[src/rtl/demux8_pkg.sv]
// Shared constants, FSM state type and select decode for the demux8 collector.
package demux8_pkg;

    localparam int NCH   = 8;
    localparam int SEL_W = 3;

    localparam logic [NCH-1:0] ALL_WRITTEN = 8'hFF;

    typedef enum logic [0:0] {
        COLLECT = 1'b0,
        FULL    = 1'b1
    } state_t;

    function automatic logic [NCH-1:0] onehot(input logic [SEL_W-1:0] s);
        logic [NCH-1:0] v;
        v = {{(NCH-1){1'b0}}, 1'b1} << s;
        return v;
    endfunction

endpackage

[src/rtl/demux8_if.sv]
// Demux-side inputs, frame handshake and error flags of the collector.
interface demux8_if;
    import demux8_pkg::*;

    logic                 a, b, c, d, e, f, g, h;
    logic                 x0, x1, x2;
    logic                 in_valid;
    logic                 in_ready;
    logic [NCH-1:0]       frame;
    logic                 out_valid;
    logic                 out_ready;
    logic                 glitch_err;
    logic                 dup_err;
    logic                 err_clr;

    modport master (
        output a, b, c, d, e, f, g, h, x0, x1, x2, in_valid, out_ready, err_clr,
        input  in_ready, frame, out_valid, glitch_err, dup_err
    );

    modport slave (
        input  a, b, c, d, e, f, g, h, x0, x1, x2, in_valid, out_ready, err_clr,
        output in_ready, frame, out_valid, glitch_err, dup_err
    );

endinterface

[src/rtl/demux8_check.sv]
// Demux integrity decode: selected channel bit and any activity on non-selected outputs.
module demux8_check
    import demux8_pkg::*;
(
    input  logic [NCH-1:0]   ch,
    input  logic [SEL_W-1:0] s,
    output logic             bit_sel,
    output logic             glitch
);

    assign bit_sel = ch[s];
    assign glitch  = |(ch & ~onehot(s));

endmodule

[src/rtl/demux8_collector.sv]
// Assembles one bit per demux channel into an 8-bit frame and offers it over valid/ready,
// flagging demux glitches and duplicate channel writes.
module demux8_collector
    import demux8_pkg::*;
(
    input  logic     clk,
    input  logic     rst,
    demux8_if.slave  bus
);

    state_t             state_r, state_next_s;
    logic [NCH-1:0]     asm_r, asm_next_s;
    logic [NCH-1:0]     wr_mask_r, wr_mask_next_s;
    logic [NCH-1:0]     frame_r, frame_next_s;
    logic               out_valid_r, out_valid_next_s;
    logic               glitch_r, glitch_next_s;
    logic               dup_r, dup_next_s;

    logic [NCH-1:0]     ch_s;
    logic [SEL_W-1:0]   sel_s;
    logic [NCH-1:0]     sel_oh_s;
    logic               bit_sel_s, glitch_s;
    logic               accept_s, complete_s, out_free_s;
    logic [NCH-1:0]     mask_upd_s, asm_upd_s;

    assign ch_s     = {bus.h, bus.g, bus.f, bus.e, bus.d, bus.c, bus.b, bus.a};
    assign sel_s    = {bus.x2, bus.x1, bus.x0};
    assign sel_oh_s = onehot(sel_s);

    demux8_check u_check (
        .ch      (ch_s),
        .s       (sel_s),
        .bit_sel (bit_sel_s),
        .glitch  (glitch_s)
    );

    assign accept_s   = bus.in_valid && (state_r == COLLECT);
    assign mask_upd_s = wr_mask_r | sel_oh_s;
    assign asm_upd_s  = (asm_r & ~sel_oh_s) | ({NCH{bit_sel_s}} & sel_oh_s);
    assign complete_s = accept_s && (mask_upd_s == ALL_WRITTEN);
    assign out_free_s = !out_valid_r || bus.out_ready;

    // Next-state, assembly and output-register decode.
    always_comb begin
        state_next_s     = state_r;
        asm_next_s       = asm_r;
        wr_mask_next_s   = wr_mask_r;
        frame_next_s     = frame_r;
        out_valid_next_s = out_valid_r && !bus.out_ready;
        case (state_r)
            COLLECT: begin
                if (complete_s) begin
                    if (out_free_s) begin
                        frame_next_s     = asm_upd_s;
                        out_valid_next_s = 1'b1;
                        asm_next_s       = {NCH{1'b0}};
                        wr_mask_next_s   = {NCH{1'b0}};
                    end else begin
                        // Output still occupied: park the finished frame in asm.
                        state_next_s     = FULL;
                        asm_next_s       = asm_upd_s;
                        wr_mask_next_s   = ALL_WRITTEN;
                    end
                end else if (accept_s) begin
                    asm_next_s     = asm_upd_s;
                    wr_mask_next_s = mask_upd_s;
                end else begin
                    asm_next_s     = asm_r;
                    wr_mask_next_s = wr_mask_r;
                end
            end
            FULL: begin
                if (bus.out_ready) begin
                    state_next_s     = COLLECT;
                    frame_next_s     = asm_r;
                    out_valid_next_s = 1'b1;
                    asm_next_s       = {NCH{1'b0}};
                    wr_mask_next_s   = {NCH{1'b0}};
                end else begin
                    state_next_s     = FULL;
                end
            end
            default: begin
                state_next_s     = COLLECT;
                asm_next_s       = {NCH{1'b0}};
                wr_mask_next_s   = {NCH{1'b0}};
            end
        endcase
    end

    // Sticky error flags; a new error in the clearing cycle wins.
    always_comb begin
        if (accept_s && glitch_s) begin
            glitch_next_s = 1'b1;
        end else if (bus.err_clr) begin
            glitch_next_s = 1'b0;
        end else begin
            glitch_next_s = glitch_r;
        end
        if (accept_s && wr_mask_r[sel_s]) begin
            dup_next_s = 1'b1;
        end else if (bus.err_clr) begin
            dup_next_s = 1'b0;
        end else begin
            dup_next_s = dup_r;
        end
    end

    // State, datapath and output registers.
    always_ff @(posedge clk or posedge rst) begin
        if (rst) begin
            state_r     <= COLLECT;
            asm_r       <= {NCH{1'b0}};
            wr_mask_r   <= {NCH{1'b0}};
            frame_r     <= {NCH{1'b0}};
            out_valid_r <= 1'b0;
            glitch_r    <= 1'b0;
            dup_r       <= 1'b0;
        end else begin
            state_r     <= state_next_s;
            asm_r       <= asm_next_s;
            wr_mask_r   <= wr_mask_next_s;
            frame_r     <= frame_next_s;
            out_valid_r <= out_valid_next_s;
            glitch_r    <= glitch_next_s;
            dup_r       <= dup_next_s;
        end
    end

    assign bus.in_ready   = (state_r == COLLECT);
    assign bus.frame      = frame_r;
    assign bus.out_valid  = out_valid_r;
    assign bus.glitch_err = glitch_r;
    assign bus.dup_err    = dup_r;

endmodule

[src/flat_wrapper.sv]
// flat-port wrapper written by rule: the top's interface ports become plain ports
module demux8_collector_flat import demux8_pkg::*;
  (clk, rst, bus_a, bus_b, bus_c, bus_d, bus_e, bus_f, bus_g, bus_h, bus_x0, bus_x1, bus_x2, bus_in_valid, bus_out_ready, bus_err_clr, bus_in_ready, bus_frame, bus_out_valid, bus_glitch_err, bus_dup_err);
  demux8_if bus_i ();
  input  logic clk;
  input  logic rst;
  input wire logic [$bits(bus_i.a)-1:0] bus_a;
  input wire logic [$bits(bus_i.b)-1:0] bus_b;
  input wire logic [$bits(bus_i.c)-1:0] bus_c;
  input wire logic [$bits(bus_i.d)-1:0] bus_d;
  input wire logic [$bits(bus_i.e)-1:0] bus_e;
  input wire logic [$bits(bus_i.f)-1:0] bus_f;
  input wire logic [$bits(bus_i.g)-1:0] bus_g;
  input wire logic [$bits(bus_i.h)-1:0] bus_h;
  input wire logic [$bits(bus_i.x0)-1:0] bus_x0;
  input wire logic [$bits(bus_i.x1)-1:0] bus_x1;
  input wire logic [$bits(bus_i.x2)-1:0] bus_x2;
  input wire logic [$bits(bus_i.in_valid)-1:0] bus_in_valid;
  input wire logic [$bits(bus_i.out_ready)-1:0] bus_out_ready;
  input wire logic [$bits(bus_i.err_clr)-1:0] bus_err_clr;
  output wire logic [$bits(bus_i.in_ready)-1:0] bus_in_ready;
  output wire logic [$bits(bus_i.frame)-1:0] bus_frame;
  output wire logic [$bits(bus_i.out_valid)-1:0] bus_out_valid;
  output wire logic [$bits(bus_i.glitch_err)-1:0] bus_glitch_err;
  output wire logic [$bits(bus_i.dup_err)-1:0] bus_dup_err;
  assign bus_i.a = bus_a;
  assign bus_i.b = bus_b;
  assign bus_i.c = bus_c;
  assign bus_i.d = bus_d;
  assign bus_i.e = bus_e;
  assign bus_i.f = bus_f;
  assign bus_i.g = bus_g;
  assign bus_i.h = bus_h;
  assign bus_i.x0 = bus_x0;
  assign bus_i.x1 = bus_x1;
  assign bus_i.x2 = bus_x2;
  assign bus_i.in_valid = bus_in_valid;
  assign bus_i.out_ready = bus_out_ready;
  assign bus_i.err_clr = bus_err_clr;
  assign bus_in_ready = bus_i.in_ready;
  assign bus_frame = bus_i.frame;
  assign bus_out_valid = bus_i.out_valid;
  assign bus_glitch_err = bus_i.glitch_err;
  assign bus_dup_err = bus_i.dup_err;
  demux8_collector u_core (.clk(clk), .rst(rst), .bus(bus_i));
endmodule
[config.mk]
export PLATFORM = sky130hd
export DESIGN_NAME = demux8_collector_flat
export DESIGN_NICKNAME = d
export VERILOG_FILES = /design/src/rtl/demux8_pkg.sv /design/src/rtl/demux8_if.sv /design/src/rtl/demux8_check.sv /design/src/rtl/demux8_collector.sv /design/src/flat_wrapper.sv
export SDC_FILE = /design/constraint.sdc
export NUM_CORES = 1
export LEC_CHECK = 0
export BUFFER_PORTS_ARGS = -buffer_cell sky130_fd_sc_hd__buf_4
export CAP_MARGIN = 40
export CELL_PAD_IN_SITES_DETAIL_PLACEMENT = 0
export CELL_PAD_IN_SITES_GLOBAL_PLACEMENT = 1
export CORE_MARGIN = 4
export CORE_UTILIZATION = 42
export DETAILED_ROUTE_END_ITERATION = 16
export HOLD_SLACK_MARGIN = 0.12
export PLACE_DENSITY_LB_ADDON = 0.25
export SLEW_MARGIN = 20
export SYNTH_ARGS = -nofsm -noshare
export SYNTH_HDL_FRONTEND = slang
export SYNTH_SLANG_ARGS = --single-unit
[constraint.sdc]
create_clock -name clk -period 4.5 [get_ports clk]
set_input_delay 0.225 -clock clk [delete_from_list [all_inputs] [get_ports clk]]
set_output_delay 0.225 -clock clk [all_outputs]
set_load 0.01 [all_outputs]
==> results.json <==
{
  "clk_pin_slew_ns": 0.10,
  "post_cts_resized": 0,
  "ir_worst_vdd_mv": 0.160,
  "root_buffer": "clkbuf_8",
  "crit_type": "flip-flop to flip-flop",
  "synth_compound_area_share_pct": 24.1,
  "cp.buffers_inverters": 1,
  "start_util_pct": 44.0,
  "clock_skew_ns": 0.00470,
  "synth_top_family_by_area": "compound AO/OA/AOI/OAI gates",
  "setup_viol": 0,
  "cp_slowest_cell": "a31oi_4",
  "status": "finished clean",
  "synth_area_leaders": "dfrtp_1 (43%), a21oi_1 (7.0%), mux4_2 (5.5%), o22ai_1 (4.2%), o21ai_0 (3.7%)",
  "fin_cells": 246,
  "total_power_mw": 0.620,
  "syn_avg_cell_area_um2": 9.35,
  "crit_fanout": 27,
  "end_kind": "flip-flop",
  "antennaDiodeCount": 0,
  "cts_buffers": 3,
  "crit_family": "compound AO/OA/AOI/OAI gates",
  "pwr-share-comb_pct": 20.5,
  "fp.coreArea_um2": 3720,
  "cts_tree": "built",
  "fin_tns_setup_ns": 0,
  "die_w_um": 70.4,
  "clockBufferDepth": 2,
  "chipHeight_um": 70.4,
  "rsz0062_at_grt": "false",
  "r2r_slack_ns": 2.30,
  "layout_common_cells": "dfrtp_1 (28), buf_4 (27), a21oi_1 (23)",
  "dpl-instance-area_um2": 1860,
  "yosysTopAreaCellShare_pct": 42.8,
  "nets": 215,
  "drt-total-wl_mm": 3.94,
  "dieArea_um2": 4960,
  "arrival_ns": 2.37,
  "fin_util_pct": 52.8,
  "crit_chain": "inv_2 > nand2_1 > a31oi_4 > nor2_4 > mux2_1",
  "gp_congestion": 0.840,
  "layout_min_cycle_time_ns": 2.20,
  "switchingPower_mw": 0.166,
  "dr_total_vias": 1411,
  "via_per_inst": 5.74,
  "drt-initial-drc-count": 127,
  "p_clk_share_pct": 32.6,
  "dp.cells": 239,
  "syn_nets": 191,
  "crit_path_start": "u_core.state_r",
  "layout-drive-gt1-share_pct": 23.2,
  "yosysWarnings": 0,
  "postCtsSetupBuffers": 0,
  "antenna_found_initial": 0,
  "holdCritStartpoint": "bus_in_valid",
  "internal-power_mw": 0.454,
  "synthDistinctLibCells": 37,
  "critical-path-max-stage-delay_ns": 0.66,
  "holdWs_ns": 0.213,
  "yosys.area.top_type": "dfrtp_1",
  "p_per_area_nw_per_um2": 316,
  "dr.pass1.iters": 4,
  "cts.sinks": 28,
  "hold_viol_final": 0,
  "grt_pass1_wl_mm": 6.53,
  "yosys.area_share.xor_xnor_pct": 0,
  "ys_seq_area_share_pct": 42.8,
  "ys_ff_latch": 28,
  "multi_input_area_um2": 826,
  "synth-edff-count": 0,
  "cp.depth": 5,
  "ant_nets": 0,
  "overflow": 0,
  "regArea_um2": 701,
  "grt_pass1_vias": 1354,
  "rows": 22,
  "dpl.hpwl_mm": 2.90,
  "clk_latency_ns": 0.28,
  "syn-cell-area_um2": 1640,
  "muxShareOfSynthArea_pct": 8.03,
  "netlist_instances": 175,
  "area_delta_synth_final_pct": 20.0,
  "h-tree-depth": 1,
  "r2r_start": "u_core.state_r",
  "hold_path.class": "primary input to flip-flop",
  "relSlewSlack_pct": 49.2,
  "holdBufCountCts": 2,
  "portBuffers": 27,
  "final_area_um2": 1960,
  "drc": 0,
  "grt_max_degree": 28,
  "cp.required_ns": 4.67,
  "synthArstFlopShare_pct": 100,
  "synth_fa_ha_area_share_pct": 0,
  "post-place-ws_ns": 2.17,
  "fmax_mhz": 455,
  "drv_cap": 0,
  "endpoint": "u_core.bus.frame[0]",
  "switching_share_pct": 26.8,
  "power.static_leakage_nw": 0.832,
  "r2r-end": "u_core.bus.frame[0]",
  "timing.final.crit_share_pct": 48.8,
  "rr_worst_depth": 5,
  "tightest_slew_ns": 0.762,
  "yosys.area_share.simple_pct": 18.3,
  "grt_usage_pct": 16.5,
  "io_pins": 28,
  "final_common_cell": "dfrtp_1",
  "nFillCells": 360,
  "wl_per_cell_um": 16.0,
  "layout_setup_ws_ns": 2.30,
  "p_seq_share_pct": 46.9,
  "drv_slew": 0,
  "critPathLaunchType": "flip-flop",
  "yosys_most_used_dff": "dfrtp_1"
}
power groups by stage:
stage / clock, mW / sequential, mW / combinational (mW)
after floorplan: 0 / 0.298 / 0.0730
after detailed placement: 0 / 0.296 / 0.126
final: 0.202 / 0.291 / 0.127
after global routing: 0.218 / 0.294 / 0.141
after global placement: 0 / 0.295 / 0.121
after CTS: 0.206 / 0.291 / 0.127
layout make-up:
type / count / area share [%]
clock buffer: 3 / 2.10
clock inverter: 1 / 1.53
inverter: 12 / 2.29
multi-input combinational: 123 / 42.1
sequential: 28 / 35.7
tap: 48 / 3.06
timing repair buffer: 31 / 13.3
kinds of logic after synthesis:
kind of cell	Yosys count
and+or+nand+nor	51
muxes	8
DFF	28
AOI/OAI and AO/OA	64
buffers and inverters	24
per-layer routing:
metal  wire (µm)  up-vias  GRT usage (%)
met5           0        -              0
met3         222        8           3.02
met4          59        0           6.17
met1        1790      684           21.8
li1            -      686              -
met2        1870       33           26.6
synth_stat cells, types with 5 or more instances:
master and count:
a21oi_1 23, dfrtp_1 28, inv_1 11, o21ai_0 12, nand2_1 9, o22ai_1 11, nor2_1 14, o21ai_1 5
nand3_1 5
sequential cells by signal (all words and copies together) (netlist names):
name,count
u_core.asm_r,8
u_core.bus.glitch_err,1
u_core.state_r,1
u_core.bus.out_valid,1
u_core.wr_mask_r,8
u_core.bus.frame,8
u_core.bus.dup_err,1
how the worst min path moves through the flow:
stage / end / cells past startpoint / slack, ns
after global routing: u_core.state_r / 3 / 0.24
after CTS: u_core.bus.dup_err / 2 / 0.13
after global placement: u_core.state_r / 2 / 0.40
final: u_core.state_r / 3 / 0.21
after floorplan: u_core.asm_r[0] / 1 / 0.29
after detailed placement: u_core.bus.frame[4] / 2 / 0.32
worst min-delay path: stages:
cell and delay, ns:
buf_4 0.11, nand4_1 0.06, a21oi_1 0.06
(Power assumes the default switching activity.)
